File: config.mk
export PLATFORM = sky130hd
export DESIGN_NAME = cpu_sequencer
export DESIGN_NICKNAME = d
export VERILOG_FILES = /design/src/rtl/cpu_sequencer.sv
export SDC_FILE = /design/constraint.sdc
export NUM_CORES = 1
export LEC_CHECK = 0
export ABC_CLOCK_PERIOD_IN_PS = 2200
export CAP_MARGIN = 25
export CORE_ASPECT_RATIO = 0.7
export CORE_MARGIN = 1.5
export CORE_UTILIZATION = 30
export DETAILED_ROUTE_END_ITERATION = 10
export DONT_BUFFER_PORTS = 1
export SLEW_MARGIN = 20
export SYNTH_ARGS = -nofsm -noshare
export SYNTH_HDL_FRONTEND = slang
export SYNTH_SLANG_ARGS = --single-unit
File: constraint.sdc
create_clock -name Clock -period 2.2 [get_ports Clock]
set_clock_uncertainty 0.15 [all_clocks]
set_input_delay 0.22 -clock Clock [delete_from_list [all_inputs] [get_ports Clock]]
set_output_delay 0.22 -clock Clock [all_outputs]
set_load 0.02 [all_outputs]
File: src/rtl/cpu_sequencer.sv
// cpu_sequencer: control-unit FSM that walks one instruction at a time through
// fetch, decode, dispatch, execute, memory and write-back. It owns the memory
// handshake (with a bus-fault timeout), the decoder enable pulse, the per-stage
// datapath strobes, run/step/halt control and the retired-instruction counter.
module cpu_sequencer #(
  parameter int MEM_TIMEOUT = 15
) (
  input  logic        Clock,
  input  logic        Reset_n,
  input  logic        Run,
  input  logic        Step,
  input  logic [6:0]  OP,
  input  logic        FLTo,
  input  logic        MemAck,
  output logic        MemReq,
  output logic        MemSel,
  output logic        MemWr,
  output logic        IR_ld,
  output logic        PC_inc,
  output logic        E,
  output logic        BranchEn,
  output logic        ExecEn,
  output logic        RegWr,
  output logic [2:0]  State,
  output logic        Halted,
  output logic        Fault,
  output logic [15:0] InstrCount
);

  typedef enum logic [2:0] {
    S_IDLE     = 3'd0,
    S_FETCH    = 3'd1,
    S_DECODE   = 3'd2,
    S_DISPATCH = 3'd3,
    S_EXEC     = 3'd4,
    S_MEM      = 3'd5,
    S_WB       = 3'd6,
    S_HALT     = 3'd7
  } state_t;

  // The wait counter holds 0..MEM_TIMEOUT-1; reaching the last value without
  // an ack is the fault condition.
  localparam int TW = (MEM_TIMEOUT < 2) ? 1 : $clog2(MEM_TIMEOUT);
  localparam logic [TW-1:0] TMO_LAST = TW'(MEM_TIMEOUT - 1);

  localparam logic [6:0] OP_LD    = 7'd33;
  localparam logic [6:0] OP_ST    = 7'd34;
  localparam logic [6:0] OP_LDR   = 7'd39;
  localparam logic [6:0] OP_STR   = 7'd40;
  localparam logic [6:0] OP_BKPT  = 7'd41;
  localparam logic [6:0] OP_BRMAX = 7'd8;

  state_t        state_r;
  logic          fault_r;
  logic [15:0]   count_r;
  logic [TW-1:0] tmo_r;
  logic          run_prev_r;
  logic          store_r;

  logic mem_req_s, mem_sel_s, mem_wr_s, ir_ld_s, pc_inc_s;
  logic e_s, branch_en_s, exec_en_s, reg_wr_s;

  // Opcode classes that need a data-memory phase.
  function automatic logic is_mem_op(input logic [6:0] op);
    return (op == OP_LD) || (op == OP_ST) || (op == OP_LDR) || (op == OP_STR);
  endfunction

  // Opcode classes whose data phase is a write.
  function automatic logic is_store_op(input logic [6:0] op);
    return (op == OP_ST) || (op == OP_STR);
  endfunction

  // Per-stage strobes decoded from the current state, fetch gated by the ack.
  always_comb begin
    mem_req_s   = 1'b0;
    mem_sel_s   = 1'b0;
    mem_wr_s    = 1'b0;
    ir_ld_s     = 1'b0;
    pc_inc_s    = 1'b0;
    e_s         = 1'b0;
    branch_en_s = 1'b0;
    exec_en_s   = 1'b0;
    reg_wr_s    = 1'b0;
    case (state_r)
      S_FETCH: begin
        mem_req_s = 1'b1;
        ir_ld_s   = MemAck;
        pc_inc_s  = MemAck;
      end
      S_DECODE:   e_s = 1'b1;
      S_DISPATCH: branch_en_s = !FLTo && (OP <= OP_BRMAX);
      S_EXEC:     exec_en_s = 1'b1;
      S_MEM: begin
        mem_req_s = 1'b1;
        mem_sel_s = 1'b1;
        mem_wr_s  = store_r;
      end
      S_WB:       reg_wr_s = 1'b1;
      default:    mem_req_s = 1'b0;
    endcase
  end

  // Sequencer state, fault flag, memory wait counter and retire counter.
  always_ff @(posedge Clock) begin
    if (!Reset_n) begin
      state_r    <= S_IDLE;
      fault_r    <= 1'b0;
      count_r    <= 16'd0;
      tmo_r      <= '0;
      run_prev_r <= 1'b0;
      store_r    <= 1'b0;
    end else begin
      run_prev_r <= Run;
      case (state_r)
        S_IDLE: begin
          if (Run || Step) begin
            state_r <= S_FETCH;
            tmo_r   <= '0;
          end
        end
        S_FETCH: begin
          if (MemAck) begin
            state_r <= S_DECODE;
          end else if (tmo_r == TMO_LAST) begin
            fault_r <= 1'b1;
            state_r <= S_HALT;
          end else begin
            tmo_r <= tmo_r + 1'b1;
          end
        end
        S_DECODE: state_r <= S_DISPATCH;
        S_DISPATCH: begin
          if (FLTo) begin
            fault_r <= 1'b1;
            state_r <= S_HALT;
          end else if (OP == OP_BKPT) begin
            state_r <= S_HALT;
          end else if (is_mem_op(OP)) begin
            state_r <= S_MEM;
            store_r <= is_store_op(OP);
            tmo_r   <= '0;
          end else if (OP <= OP_BRMAX) begin
            count_r <= count_r + 16'd1;
            state_r <= Run ? S_FETCH : S_IDLE;
            tmo_r   <= '0;
          end else begin
            state_r <= S_EXEC;
          end
        end
        S_EXEC: state_r <= S_WB;
        S_MEM: begin
          if (MemAck) begin
            if (store_r) begin
              count_r <= count_r + 16'd1;
              state_r <= Run ? S_FETCH : S_IDLE;
              tmo_r   <= '0;
            end else begin
              state_r <= S_WB;
            end
          end else if (tmo_r == TMO_LAST) begin
            fault_r <= 1'b1;
            state_r <= S_HALT;
          end else begin
            tmo_r <= tmo_r + 1'b1;
          end
        end
        S_WB: begin
          count_r <= count_r + 16'd1;
          state_r <= Run ? S_FETCH : S_IDLE;
          tmo_r   <= '0;
        end
        S_HALT: begin
          // A faulted halt is left only through reset; a breakpoint resumes.
          if (!fault_r && (Step || (Run && !run_prev_r))) begin
            state_r <= S_FETCH;
            tmo_r   <= '0;
          end
        end
        default: state_r <= S_IDLE;
      endcase
    end
  end

  assign MemReq     = mem_req_s;
  assign MemSel     = mem_sel_s;
  assign MemWr      = mem_wr_s;
  assign IR_ld      = ir_ld_s;
  assign PC_inc     = pc_inc_s;
  assign E          = e_s;
  assign BranchEn   = branch_en_s;
  assign ExecEn     = exec_en_s;
  assign RegWr      = reg_wr_s;
  assign State      = state_r;
  assign Halted     = (state_r == S_IDLE) || (state_r == S_HALT);
  assign Fault      = fault_r;
  assign InstrCount = count_r;

endmodule

==> qor.yml <==
timing:
  rsz0062_at_grt: "false"
  max_slew_margin_pct: 70.15
  slew_violations: 0
  period_needed_ns: 2.036
  timing.fmax_ghz: 0.4910
  final.setup.worst_slack_ns: 0.1635
  hold_viol: 0
  tightest_slew_ns: 0.4468
  final.setup.tns_ns: 0
  finalSetupViolCount: 0
  period_share_pct: 92.57
power_and_ir_drop:
  ir_drop_uv: 230.0
  p_sw_uw: 524.3
  power_frac_comb_pct: 39.7
  clkPwrFrac_pct: 20.2
  p_seq_share_pct: 40.1
  power_density_nw_per_um2: 687.7
  intPower_uw: 828.3
  switching_share_pct: 38.76
  p_leak_uw: 0.0006956
synthesis:
  synth_edf_count: 0
  synth_common_cells: "dfxtp_1, nand2_1, a21oi_1"
  synth.cell_area_um2: 1634
  synth_cell_types: 52
  syn-num-nets: 223
  synth_top_area_share_pct: 31.85
  async_flop_share_pct: 0
  synth_ff_type: "dfxtp_1"
  ys_ff_latch: 26
  yosys_warnings: 0
  yosysTopAreaCell: "dfxtp_1"
  synth.avg_cell_area_um2: 7.894
  ys_top_cells_by_area: "dfxtp_1, a21oi_1, nand2_1, nor2_1, nand3_1"
  ys_seq_area_share_pct: 31.85
  synth.most_common_cell: "dfxtp_1"
  synthCells: 207
global_routing:
  first_global_vias: 1525
  antenna_found_initial: 0
  grt_util_all_layers_pct: 15.70
  overflow: 0
  grt_pass1_wl_mm: 7.465
  grt_max_degree: 20
drt:
  wl_per_cell_um: 15.21
  vias: 1669
  totalWireLength_mm: 4.610
  firstDrtPassIters: 5
  vias_per_cell: 5.508
  dr.first_iter.drc_count: 170
  detail-route-antenna-nets: 0
  drc: 0
cts:
  insertion_delay_ns: 0.27
  h-tree-depth: 1
  cts-root-buf: "clkbuf_8"
  cts_sinks: 26
  cts_buffers: 3
  cts_tree: "yes"
  clk_pin_slew_ns: 0.09
  postCtsSetupBuffers: 0
  clockBufferDepth: 2
layout:
  final_layout_size_suffix_gt1_share_pct: 17.32
  diodes: 0
  syn_to_final_growth_pct: 20.37
  nets: 249
  utilization_pct: 37.41
  instances_no_fill: 303
floorplanning:
  core_um2: 5258
  io_pins: 43
  die_area_um2: 5906
  initial_utilization_pct: 31.08
  rows: 22
  chipHeight_um: 64.75
  die_w_um: 91.21
min_path:
  hold-path-endpoint: "store_r"
  holdCritStartpoint: "OP[0]"
  hp-class: "in2reg"
  hold_depth: 3
placed_design:
  place_ws_ns: 0.1361
  gp_congestion: 0.8664
  place.port_buffers: 0
  dp_hpwl_mm: 3.486
  dp.cells: 297
worst_setup_path:
  r2r_slack_ns: 0.16
  cpMostUsedCell: "buf_4"
  crit_buf_inv: 3
  crit_type: "reg2reg"
  ff2ff_path_depth: 7
  critPathLaunch: "State[2]"
  r2r_end: "tmo_r[2]"
  path_max_fanout: 13
  cp_slowest_stage_delay_ns: 0.42
  path_cells: "buf_4 -> inv_1 -> nand3_1 -> buf_4 -> a31oi_2 -> or3_1 -> o221a_2"
  crit_required_ns: 2.22
  r2r_start: "State[2]"
  crit_slowest_cell: "or3_1"
  cp-start-kind: "flip-flop"
  cp.arrival_ns: 2.06
  cp_top_family: "simple AND/OR/NAND/NOR gates"
  end_kind: "flip-flop"
run_status:
  outcome: "finished clean"
run:
  cap_violations: 0
power groups by stage:
| stage | sequential, uW | combinational, uW | clock [uW] |
|---|---|---|---|
| 4_1_cts | 539 | 525 | 286 |
| 6_report | 542 | 537 | 274 |
| 5_1_grt | 550 | 585 | 301 |
| 3_3_place_gp | 548 | 515 | 0 |
| 3_5_place_dp | 551 | 516 | 0 |
| 2_1_floorplan | 567 | 337 | 0 |
area by class of cell:
type,count,area [um^2]
fill,544,3291
inverter,8,30.03
tap,72,90.09
clock buffer,3,41.29
sequential,26,523.0
multi-input combinational,165,1057
timing repair buffer,29,225.2
kinds of logic after synthesis:
family,Yosys count,synth area share [%]
xor gates and xnor gates,4,2.144
AOI/OAI and AO/OA,64,27.41
adders and majority gates,3,2.297
DFF,26,31.85
muxes,2,1.225
buffers and inverters,16,4.212
and+or+nand+nor,92,30.86
worst max path at each step:
stage	end	slack, ns	cells past startpoint
2_1_floorplan	tmo_r[0]	0.02	6
3_3_place_gp	InstrCount[4]	0.15	6
3_5_place_dp	tmo_r[2]	0.14	6
4_1_cts	tmo_r[2]	0.12	6
5_1_grt	tmo_r[2]	0.03	7
6_report	tmo_r[2]	0.16	7
state kept, by name, indices dropped and copies added (netlist names):
signal / flops
State: 3
tmo_r: 4
run_prev_r: 1
Fault: 1
store_r: 1
InstrCount: 16
through the flow:
stage / cell area [um^2] / hold WS (ns) / power (uW)
floorplan: 1634 / 0.1917 / 904.1
global placement: 1881 / 0.1944 / 1063
detailed placement: 1881 / 0.1960 / 1067
CTS: 1952 / 0.02926 / 1350
finish: 1967 / 0.03891 / 1353
global route: 1967 / 0.06205 / 1436
metal layers:
metal | routed length [um] | track usage [%] | vias up
li1 | - | - | 834
met1 | 2267 | 22.21 | 761
met2 | 1834 | 23.13 | 68
met3 | 466 | 5.047 | 6
met4 | 42 | 3.320 | 0
met5 | 0 | 0 | -
repair_timing:
action,4_1_cts,5_1_grt
hold buffers,3,0
resized for setup,0,4
hold endpoints to repair,9,0
setup endpoints to repair,0,8
tightest hold or removal path: stages:
cell	delay, ns
nor3_1	0.03
mux2i_1	0.12
nor2_1	0.05
cells in the final DEF, fill, tap and decap left out, types with 5 or more instances in the layout:
| cell | netlist | layout |
|---|---|---|
| a21oi_1 | 18 | 18 |
| nand3_1 | 11 | 11 |
| inv_1 | 7 | 7 |
| or4_1 | 7 | 7 |
| buf_4 | 1 | 26 |
| nor3_1 | 5 | 5 |
| nor2_1 | 15 | 15 |
| nand2_1 | 22 | 22 |
| dfxtp_1 | 26 | 24 |
| o21ai_0 | 8 | 8 |
| o31ai_1 | 6 | 6 |
Power figures use the tool's default switching activity.
